==> src/rtl/hazard_stall_ctrl.sv <==
// hazard_stall_ctrl: issues fetched instructions then injects per-class NOP bubbles while holding fetch.
// Optional statistics counters are enabled by defining HAZARD_STATS_EN.
module hazard_stall_ctrl #(
    parameter int INSTR_W = 32,
    parameter int CNT_W = 6,
    parameter int BRANCH_STALL = 3,
    parameter int ALU_STALL = 3,
    parameter int DIV_STALL = 34,
    parameter int LOAD_STALL = 3,
    parameter int OTHER_STALL = 0,
    parameter logic [INSTR_W-1:0] NOP_WORD = '1
) (
    input  logic               clk,
    input  logic               rst,
    input  logic [INSTR_W-1:0] instr,
    input  logic               flush,
    output logic [INSTR_W-1:0] instr_out,
    output logic               instr_valid,
`ifdef HAZARD_STATS_EN
    output logic [31:0]        stall_cycles,
    output logic [31:0]        issued_count,
`endif
    output logic               stay
);
    if (BRANCH_STALL >= 2**CNT_W || ALU_STALL >= 2**CNT_W || DIV_STALL >= 2**CNT_W ||
        LOAD_STALL >= 2**CNT_W || OTHER_STALL >= 2**CNT_W) begin : g_bad_cfg
        $error("hazard_stall_ctrl: a stall depth does not fit in CNT_W bits");
    end
    localparam logic [CNT_W-1:0] B_N = CNT_W'(BRANCH_STALL);
    localparam logic [CNT_W-1:0] A_N = CNT_W'(ALU_STALL);
    localparam logic [CNT_W-1:0] D_N = CNT_W'(DIV_STALL);
    localparam logic [CNT_W-1:0] L_N = CNT_W'(LOAD_STALL);
    localparam logic [CNT_W-1:0] O_N = CNT_W'(OTHER_STALL);
    logic [5:0] op, funct;
    logic [CNT_W-1:0] cnt, n;
    logic busy;
    assign op = instr[INSTR_W-1 -: 6];
    assign funct = instr[5:0];
    assign busy = cnt != '0;
    always_comb begin
        n = (op == 6'd2 || op == 6'd4 || op == 6'd5) ? B_N :
            (op == 6'd0) ? ((funct == 6'd26 || funct == 6'd27) ? D_N : A_N) :
            (op == 6'd35) ? L_N :
            (op == 6'd63) ? '0 : O_N;
    end
    always_ff @(posedge clk or posedge rst) begin
        if (rst) begin
            instr_out <= NOP_WORD;
            instr_valid <= 1'b0;
            stay <= 1'b0;
            cnt <= '0;
        end else if (flush) begin
            instr_out <= NOP_WORD;
            instr_valid <= 1'b0;
            stay <= 1'b0;
            cnt <= '0;
        end else if (busy) begin
            instr_out <= NOP_WORD;
            instr_valid <= 1'b0;
            stay <= cnt != CNT_W'(1);
            cnt <= cnt - 1'b1;
        end else begin
            instr_out <= instr;
            instr_valid <= op != 6'd63;
            stay <= n != '0;
            cnt <= n;
        end
    end
`ifdef HAZARD_STATS_EN
    // a flush edge also emits a bubble; both counters stick at all-ones
    always_ff @(posedge clk or posedge rst) begin
        if (rst) begin
            stall_cycles <= '0;
            issued_count <= '0;
        end else begin
            if ((flush || busy) && ~&stall_cycles) stall_cycles <= stall_cycles + 1'b1;
            if (!flush && !busy && op != 6'd63 && ~&issued_count) issued_count <= issued_count + 1'b1;
        end
    end
`endif
endmodule

==> config.mk <==
export PLATFORM = sky130hd
export DESIGN_NAME = hazard_stall_ctrl
export DESIGN_NICKNAME = d
export VERILOG_FILES = /design/src/rtl/hazard_stall_ctrl.sv
export SDC_FILE = /design/constraint.sdc
export NUM_CORES = 1
export LEC_CHECK = 0
export CAP_MARGIN = 25
export CORE_ASPECT_RATIO = 1.75
export CORE_MARGIN = 5
export CORE_UTILIZATION = 38
export CTS_BUF_LIST = sky130_fd_sc_hd__clkbuf_4
export DETAILED_ROUTE_END_ITERATION = 16
export PLACE_DENSITY = 0.8
export SLEW_MARGIN = 20
export SYNTH_ARGS = -nofsm -noshare
export SYNTH_HDL_FRONTEND = slang
export SYNTH_SLANG_ARGS = --single-unit
==> constraint.sdc <==
create_clock -name clk -period 2 [get_ports clk]
set_clock_uncertainty 0.1 [all_clocks]
set_input_delay 0.4 -clock clk [delete_from_list [all_inputs] [get_ports clk]]
set_output_delay 0.4 -clock clk [all_outputs]
set_load 0.03 [all_outputs]
### Word-level counts from Yosys, hierarchy flattened

Index checks and enable logic that the tools add are counted.

* div/mod/pow operators: 0
* multiply operators: 0
* magnitude comparators: 0
* shift operators: 0
* bitwise operators: 0
* reductions and logical operators: 6
* equal/unequal tests: 8
* multiplexer cells: 12
* add/subtract/negate cells: 1

Operators with widths (count)
* $mux 32: 2
* $mux 6: 5
* $eq 6x3->1 const B: 2
* $eq 6x5->1 const B: 2
* $reduce_bool 6->1: 2
* $eq 6x2->1 const B: 1
* $eq 6x6->1 const B: 1
* $logic_not 6->1: 1
* $ne 6x1->1 const B: 1
* $ne 6x6->1 const B: 1
* $sub 6x1->6 const B: 1
* $mux 1: 4
* $logic_or 1x1->1: 3
* $mux 2: 1

* register bits after elaboration: 40
* output and inout port bits: 34
* memories kept: 0
* memory bits (writable): 0
* word-level logic and storage cells: 31
* latch bits: 0
* input bits: 35
* ROM bits: 0

### Depth between registers and ports, before layout

* depth after elaboration: 8
* depth in mapped cells: 6
* depth with buffers taken out: 6

### Least setup slack after synthesis

Ideal clock, no wire load.

* path kind: register -> register
* from: register cnt[2]
* to: register cnt[0]
* library setup time: 80 ps
* data required time: 1820 ps
* arrival time: 1794 ps
* clock period less this slack: 1973 ps
* cell stages (with the launch flop): 5
* path buffers: 0
* setup slack: 27 ps
* cells stage by stage: dfrtp_1 > or3_4 > or3_4 > or4_4 > o22ai_2

* word-level cells in the longest chain between the ends: 3

Ends and longest elaborated chain
* start: declaration: RTL line 35 `logic [CNT_W-1:0] cnt, n;`
* start signal: assignment: RTL line 61 `cnt <= cnt - 1'b1;`
* start signal: assignment: RTL line 66 `cnt <= n;`
* $reduce_bool 6->1: RTL line 39 `assign busy = cnt != '0;`
* $mux 6: RTL line 57 `end else if (busy) begin`
* $mux 6: RTL line 52 `end else if (flush) begin`

Every way passes these cells.

### Worst setup path after layout

* from: register cnt[3]
* to: register cnt[0]

Same word-level chain as after synthesis.

==> impl_metrics.env <==
export IMPL_status="finished, final reports clean"
export IMPL_slew_violations=0
export IMPL_place_hpwl_mm=2.885
export IMPL_syn_area_um2=1546
export IMPL_layout_commonest_cell="clkdlybuf4s50_1"
export IMPL_synth_top_family_by_area="simple AND/OR/NAND/NOR gates"
export IMPL_rsz0062_at_grt="true"
export IMPL_hold_slack_ns=0.3127
export IMPL_die_h_um=94.39
export IMPL_synth_xor_area_share_pct=2.265
export IMPL_die_x_um=58.23
export IMPL_fin_crit_ns=1.973
export IMPL_routedWlPerCell_um=14.30
export IMPL_wl_met3_um=358
export IMPL_tightest_slew_ns=0.4675
export IMPL_wirelength_met1_mm=1.210
export IMPL_dieArea_um2=5496
export IMPL_synth_cells=117
export IMPL_synth_warnings=0
export IMPL_critPathLaunchType="register"
export IMPL_fill_cells=327
export IMPL_comb_power_share_pct=42.6
export IMPL_core_um2=3904
export IMPL_setup_slack_ns=0.02728
export IMPL_register_area_um2=1041
export IMPL_yosys_area_share_adder_pct=1.618
export IMPL_start_util_pct=39.62
export IMPL_fin_crit_sh_pct=98.64
export IMPL_antenna_cells=0
export IMPL_synth_compound_area_share_pct=6.311
export IMPL_pre_cts_ws_ns=-0.2729
export IMPL_cts_tree="built"
export IMPL_synthDistinctLibCells=29
export IMPL_clock_sinks=40
export IMPL_hold_violations=0
export IMPL_synth_mux_area_share_pct=0
export IMPL_ys_ff_latch=40
export IMPL_swShare_pct=34.21
export IMPL_regToRegStartpoint="cnt[3]$_DFF_PP0_"
export IMPL_rows=30
export IMPL_first_pass_iters=4
export IMPL_p_seq_share_pct=39.5
export IMPL_htree_num_levels=2
export IMPL_crit_start="cnt[3]$_DFF_PP0_"
export IMPL_layout_common_cells="clkdlybuf4s50_1, or2_2, dfstp_2, dlygate4sd2_1, buf_4"
export IMPL_met2_wirelength_mm=1.936
export IMPL_powerDensity_nw_per_um2=1186
export IMPL_seq_area_frac_synth_pct=67.31
export IMPL_slew_headroom_pct=68.77
export IMPL_vias=1193
export IMPL_antenna_found_initial=0
export IMPL_multi_input_area_um2=486.7
export IMPL_fmax_ghz=0.5069
export IMPL_peakVddDrop_uv=848.6
export IMPL_io_pins=69
export IMPL_routed_wl_mm=3.590
export IMPL_syn_num_nets=154
export IMPL_grt_pass1_vias=1312
export IMPL_cts_made_buffers=5
export IMPL_power_frac_clock_pct=17.9
export IMPL_layout_area_overhead_vs_synth_pct=57.36
export IMPL_clk_latency_ns=0.34
export IMPL_synth_flop_cell="dfstp_2"
export IMPL_path_clk_slew_ns=0.11
export IMPL_worstPathRequired_ns=2.18
export IMPL_cts_buffer_depth=2
export IMPL_async_flop_share_pct=100.0
export IMPL_synthSimpleGateAreaFrac_pct=20.79
export IMPL_switching_power_mw=0.9873
export IMPL_drt_initial_drc_count=12
export IMPL_ant_nets=0
export IMPL_grt_pass1_wl_mm=5.692
export IMPL_finalSetupViolations=0
export IMPL_crit_type="reg -> reg"
export IMPL_worstPathArrival_ns=2.15
export IMPL_power_mw=2.886
export IMPL_fin_nets=239
export IMPL_grt_usage_pct=13.70
export IMPL_synth_edf_count=0
export IMPL_cts_root_buf="clkbuf_4"
export IMPL_worstSetupEndpointType="register"
export IMPL_syn_avg_cell_area_um2=13.22
export IMPL_reg2reg_depth=4
export IMPL_internal_power_mw=1.899
export IMPL_layout_drive_gt1_share_pct=44.83
export IMPL_drc_errors=0
export IMPL_placed_cell_area_um2=2379
export IMPL_p_leak_nw=0.9386
export IMPL_routed_top_layer="met4"
export IMPL_cap_viol_max_count=0
export IMPL_worstPathMaxFanout=3
export IMPL_hp_class="in -> async"
export IMPL_setup_tns_ns=0
export IMPL_grt_overflow=0
export IMPL_grt_max_degree=41
export IMPL_viasPerCell=4.753
export IMPL_design_area_um2=2434
export IMPL_port_buffer_count=68
export IMPL_globalplace_congestion=0.8726
synthesized netlist by cell type (2+ instances only):
cell type / n / share of area, %
ha_1: 2 / 1.6
o21ai_0: 3 / 0.97
xnor2_1: 3 / 1.7
clkbuf_1: 3 / 0.73
or3_4: 2 / 1.5
nor3_1: 2 / 0.65
nor2_1: 6 / 1.5
or2_2: 32 / 13
inv_1: 4 / 0.97
nand2b_1: 2 / 0.81
dfrtp_1: 8 / 13
dfstp_2: 32 / 54
a211oi_1: 2 / 0.97
critical path, stage by stage (launching register included):
cell and delay (ns):
dfrtp_1 0.40, or3_4 0.40, or3_4 0.38, or4_4 0.51, o22ai_2 0.12
power groups by stage:
stage                     clock, mW  combinational [mW]  sequential (mW)
final                         0.515                1.23             1.14
after detailed placement          0                1.28             1.17
after floorplan                   0               0.470             1.45
after global routing          0.559                1.33             1.16
after global placement            0                1.23             1.15
after CTS                     0.535                1.24             1.15
final timing paths:
check / endpoint / slack [ns]
min in group clk: cnt[5]$_DFF_PP0_ / 0.42
min: cnt[3]$_DFF_PP0_ / 0.31
max in group asynchronous: instr_out[26]$_DFF_PP1_ / 1.23
max: cnt[0]$_DFF_PP0_ / 0.03
min reg2reg: cnt[5]$_DFF_PP0_ / 0.42
max reg2reg: cnt[0]$_DFF_PP0_ / 0.03
per-layer routing:
metal	GRT usage (%)	vias to the layer above
li1	-	551
met3	5.472	9
met2	24.81	65
met4	6.963	0
met1	12.87	568
met5	0	-
flip-flops by register name, indices dropped and copies added (netlist names):
name	cells
stay	1
instr_out	32
instr_valid	1
cnt	6
stage by stage:
stage | cells | utilization, %
6_report | 251 | 62.34
5_1_grt | 251 | 62.34
4_1_cts | 251 | 62.15
2_1_floorplan | 117 | -
3_3_place_gp | 242 | 60.93
3_5_place_dp | 242 | 60.93
cells by family (layout without fill, tap and decap cells):
logic type	count (synthesis)	count (layout)
buffers and inverters	7	93
adders and majority gates	2	2
and+or+nand+nor	51	51
DFF	40	40
AOI/OAI and AO/OA	13	13
xor gates and xnor gates	4	4
final cells by class:
type                       instances  share of cell area, %
clock inverter                     2                  1.440
tap                               48                  2.468
sequential                        40                  42.78
timing repair buffer              81                  30.85
clock buffer                       6                  1.851
multi-input combinational         70                  20.00
inverter                           4                 0.6170
timing repair:
| action | in CTS | in global routing |
|---|---|---|
| gates resized for setup | 33 | 1 |
| buffers inserted | 1 | 0 |
| hold endpoints to repair | 0 | 0 |
| hold buffers | 0 | 0 |
| cloned | 0 | 0 |
| pin swaps | 1 | 0 |
| endpoints found under the setup margin | 35 | 2 |
Note: power is estimated with default switching activity, not from simulation.
==> patch 1, RTL diff (same settings) <==
Change the parameter `CNT_W` from 6 to 7.
--- a/src/rtl/hazard_stall_ctrl.sv
+++ b/src/rtl/hazard_stall_ctrl.sv
@@ -3,5 +3,5 @@
 module hazard_stall_ctrl #(
     parameter int INSTR_W = 32,
-    parameter int CNT_W = 6,
+    parameter int CNT_W = 7,
     parameter int BRANCH_STALL = 3,
     parameter int ALU_STALL = 3,
Function: same outputs for any inputs over 10 cycles, from zero or initial values and one cycle with rst high; that may be too few to reach the edited logic, so the function may still have changed.
==> patch 1 against the original RTL <==
- total power decreased by 3.2%
- final area decreased by 1.8%
- synthesized area increased by 4.3%
- non-clock buffer count decreased by 9
- routed wire length increased by 5.9%
- worst setup slack improved by 0.12 ns
- final cell count decreased by 0.40%
- sequential cell count increased by 1
- largest power group is now sequential cells
==> patch 1: results (changes against the original RTL) <==
status=completed; Max stage delay on crit path=0.66 ns (+0.15 ns); pre-CTS WS=0.1261 ns (+0.3990 ns); M1 GR Usage=0.1514 (+0.02269); top flop regs=instr_out (32), cnt (7); area share of fa/ha/maj cells after synthesis=0.02327 (+0.007093); measured slew at the worst slew-check pin=0.3548 ns (-0.1128 ns); crit path from=instr_valid$_DFF_PP0_; post-synth net total=162 (+5.2%); GRT met2 Usage=0.2637 (+0.01557); DP Wirelength=3101 um (+7.5%); most frequent cells after synthesis=nand2b_1, dfstp_2, nor2_1; compound-gate portion of the synthesized area=0.04655 (-0.01656); vias in the first global route=1,206 (-8.1%); multi-input gates=77 (+10%); Cell variety after synth=30 (+3.4%); TritonCTS sink count=41 (+2.5%); gpl congestion=0.7351 (-16%); Clock-cell share=0.02251 (-0.01039); xor and xnor area share after synthesis=0.02715 (+0.004499); DRT met1 WL=1322 um (+9.3%); DR WL met3=269 um (-25%); share of layout cells above drive strength 1=0.2338 (-0.2144); Synth area leaders=dfstp_2, dfrtp_1, nand2b_1; nonclk inv count=3 (-1); largest net degree at the start of global routing=26 (-37%); fraction of area in registers=0.4461 (+0.01831); critical path's slowest cell=clkdlybuf4s50_1; sequential fraction of the synthesis area=0.6610 (-0.01216); non-clock buffer count=72 (-11%); GRT Total Usage=0.1430 (+0.005996); maximum vdd ir drop=586.6 uV (-31%); final WL=3801 um (+5.9%); # setup viols final=0 (unchanged); non-clk buf share=0.2859 (-0.02262); Critical Path AT=1.36 ns (-0.79 ns); post-DR vias/cell=4.644 (-2.3%); CP max FO=1 (-2); met2 WL=2163 um (+12%); Iter 0 DRT Violations=7 (-5); Setup Buffers After CTS=0 (-1); nets=238 (-0.42%); delay-heaviest family, CP=buffers and inverters; first-pass GRT wire length=5989 um (+5.2%); Leak=0.9000 nW (-4.1%)
## patch 1: what timing repair did
item,in CTS,in global routing
gates resized for setup,32,0
hold buffers,0,0
hold endpoints to repair,0,0
endpoints found under the setup margin,32,0
## patch 1: path summary, 6_finish.rpt
check                                               end  slack [ns]  depth (start not counted)
worst max-delay path                        instr_valid        0.14                          1
worst min-delay path                   cnt[3]$_DFF_PP0_        0.29                          3
worst max register to register  instr_out[16]$_DFF_PP1_        0.32                          4
worst min register to register         cnt[0]$_DFF_PP0_        0.46                          1
max in group asynchronous        instr_out[1]$_DFF_PP1_        1.21                          3
min in group clk                       cnt[0]$_DFF_PP0_        0.46                          1
## patch 1: through the flow
| stage | util | area [um2] | cells | power, W | hold WS (ns) |
|---|---|---|---|---|---|
| 2_1_floorplan | - | 1613 | 124 | 0.002035 | 0.3631 |
| 3_3_place_gp | 0.5779 | 2376 | 242 | 0.002483 | 0.4322 |
| 3_5_place_dp | 0.5779 | 2376 | 242 | 0.002517 | 0.4400 |
| 4_1_cts | 0.5813 | 2390 | 250 | 0.002834 | 0.2801 |
| 5_1_grt | 0.5813 | 2390 | 250 | 0.002984 | 0.3342 |
| 6_report | 0.5813 | 2390 | 250 | 0.002795 | 0.2883 |
## patch 1: cell families after synthesis
| kind of cell | count (synthesis) |
|---|---|
| buffers and inverters | 6 |
| adders and majority gates | 3 |
| AOI/OAI and AO/OA | 10 |
| DFF | 41 |
| xor gates and xnor gates | 5 |
| and+or+nand+nor | 59 |
## patch 1: tightest hold or removal path, delay by kind of cell
kind | cells | cell delay [ns]
buffers and inverters | 3 | 0.72
## patch 1: power breakdown
part	total, W	internal, W	switching [W]
combinational	0.00118	0.000476	0.000703
sequential	0.00121	0.00111	0.000105
clock	0.000404	0.000134	0.000270
==> patch 2, RTL diff (config.mk and constraints unchanged) <==
Without the edit above. Add an input register stage for `instr`, without a reset; this delays it by one clock. The other inputs are not delayed to match.
--- a/src/rtl/hazard_stall_ctrl.sv
+++ b/src/rtl/hazard_stall_ctrl.sv
@@ -23,4 +23,11 @@
     output logic               stay
 );
+
+    logic [INSTR_W-1:0] instr_q;
+
+    always_ff @(posedge clk) begin
+        instr_q <= instr;
+    end
+
     if (BRANCH_STALL >= 2**CNT_W || ALU_STALL >= 2**CNT_W || DIV_STALL >= 2**CNT_W ||
         LOAD_STALL >= 2**CNT_W || OTHER_STALL >= 2**CNT_W) begin : g_bad_cfg
@@ -35,6 +42,6 @@
     logic [CNT_W-1:0] cnt, n;
     logic busy;
-    assign op = instr[INSTR_W-1 -: 6];
-    assign funct = instr[5:0];
+    assign op = instr_q[INSTR_W-1 -: 6];
+    assign funct = instr_q[5:0];
     assign busy = cnt != '0;
     always_comb begin
@@ -61,5 +68,5 @@
             cnt <= cnt - 1'b1;
         end else begin
-            instr_out <= instr;
+            instr_out <= instr_q;
             instr_valid <= op != 6'd63;
             stay <= n != '0;
Function: changed (Yosys sat finds a counterexample within 4 cycles, from zero or initial values and one cycle with rst high).
==> patch 2 against the original RTL <==
- via count is 15% higher
- critical path depth stayed put
- count of clock-buffer cells in the layout is 6 higher
- final area is 30% higher
- synthesized cell count is 27% higher
- global-route usage is 1.3 points lower
- total power is 41% higher
- sequential power is 61% higher
- worst setup slack worse by 0.012 ns
- utilization is 5.8 points lower
- first-iteration DRC count grew to 6.3 times the old value
- routed wire length is 17% higher
- synthesized area is 41% higher
- sequential cell count is 32 higher
==> patch 2: results (changes against the original RTL) <==
status=completed; Worst-Skew Late Latency=0.41 ns (+0.07 ns); GRT met2 Usage=0.2020 (-0.04614); GRT Total Usage=0.1243 (-0.01264); share of layout cells above drive strength 1=0.3942 (-0.05408); CTS root buf=clkbuf_4; Synth Flop Type=dfxtp_1; Critical Path AT=2.21 ns (+0.06 ns); Post-Syn Instances=149 (+27%); Iter 0 DRT Violations=75 (+63); Syn. warnings=0 (unchanged); Leak=1.236 nW (+32%); Max-slew headroom=0.6940 (+0.006353); M1 GR Usage=0.1249 (-0.003804); die area=7433 um2 (+35%); nets=273 (+14%); Max stage delay on crit path=0.56 ns (+0.05 ns); met3 usage=0.04361 (-0.01111); Hold WC Path Type=input port to asynchronous set/reset pin; FF-to-FF setup slack=0.02 ns; Clock H-tree levels=3 (+1); DP Wirelength=3070 um (+6.4%); post-DR vias/cell=4.330 (-8.9%); maximum clock path buffer count=2 (unchanged); post-detailed-route count of antenna-violating nets=0 (unchanged); CP max FO=5 (+2); final WL=4189 um (+17%); initial antenna violation count=1 (+1); sw power=0.001220 W (+24%); DRT Pass-1 Iters=4 (unchanged); Synth area leaders=dfstp_2, dfxtp_1, dfrtp_1; first-pass GRT wire length=6403 um (+12%); placed inst area=3012 um2 (+27%); critical path's slowest cell=or4_4; dpl cells=298 (+23%); post-synth net total=186 (+21%); Cell variety after synth=30 (+3.4%); IO buf count=68 (unchanged); delay-heaviest family, CP=simple AND/OR/NAND/NOR gates; most frequent cells after synthesis=dfstp_2, dfxtp_1, or2_2; fraction of registers with async set/reset=0.5556 (-0.4444); top flop regs=instr_out (32), instr_q (32), cnt (6); FILL cells=511 (+56%); maximum vdd ir drop=624.4 uV (-26%); sequential fraction of the synthesis area=0.7689 (+0.09574); largest net degree at the start of global routing=34 (-17%); Worst-path clk slew=0.10 ns; CTS Buf Count=9 (+4); vias in the first global route=1,355 (+3.3%); gpl congestion=0.7863 (-9.9%); Finished Layout Cells=318 (+27%)
## patch 2: changes by cell type after synthesis
cell,before,now
dfxtp_1,0,32
## patch 2: power groups by stage
stage,sequential [W],combinational (W),clock (W)
2_1_floorplan,0.00219,0.000454,0
3_3_place_gp,0.00188,0.00125,0
3_5_place_dp,0.00188,0.00128,0
4_1_cts,0.00185,0.00120,0.00104
5_1_grt,0.00187,0.00132,0.00110
6_report,0.00184,0.00122,0.00100
## patch 2: path summary, 6_finish.rpt
kind,cells after the start,from,endpoint
max,4,cnt[3]$_DFF_PP0_,cnt[0]$_DFF_PP0_
min in group clk,1,instr[8],instr_q[8]$_DFF_P_
max in group asynchronous,3,rst,instr_out[24]$_DFF_PP1_
min,3,rst,cnt[5]$_DFF_PP0_
min reg2reg,1,instr_q[15]$_DFF_P_,instr_out[15]$_DFF_PP1_
max reg2reg,4,cnt[3]$_DFF_PP0_,cnt[0]$_DFF_PP0_
## patch 2: cell type report
class                   count  area, um2  area share
flip-flops and latches     72       1682      0.5327
repair buffers             79      723.2      0.2291
multi-input cells          70      479.2      0.1518
well taps                  76      95.09     0.03012
clock buffers              12      90.09     0.02854
clock inverters             4      70.07     0.02220
inverters                   4      15.01    0.004756
diodes                      1      2.502   0.0007927
## patch 2: metal layers
metal / up-vias / routed length [um]
met1: 650 / 1487
met3: 14 / 227
met4: 0 / 179
met2: 51 / 2294
li1: 662 / -
met5: - / 0
## patch 2: cells by family (layout without fill, tap and decap cells)
group | after synthesis | in the layout | share of synthesized area
other | 0 | 1 | 0
AOI/OAI and AO/OA | 13 | 13 | 0.04462
adders and majority gates | 2 | 2 | 0.01144
xor gates and xnor gates | 4 | 4 | 0.01602
and+or+nand+nor | 51 | 51 | 0.1470
buffers and inverters | 7 | 99 | 0.01201
DFF | 72 | 72 | 0.7689
## patch 2: worst register-to-register path, cell delays in order (launching register included)
cell     delay [ns]
dfrtp_1        0.40
or3_4          0.42
or3_4          0.35
or4_4          0.56
o22ai_2        0.10
## patch 2: timing repair
action,CTS,global route
setup buffers,1,2
gates resized for setup,32,1
pin swaps,0,4
endpoints found under the setup margin,33,2
## patch 2: metrics by stage
stage	hold slack [ns]	setup slack [ns]
3_3_place_gp	0.2995	-0.006014
4_1_cts	0.2578	0.01876
6_report	0.2745	0.01574
2_1_floorplan	0.2978	0.02657
3_5_place_dp	0.3023	-0.02500
5_1_grt	0.2784	-0.02359
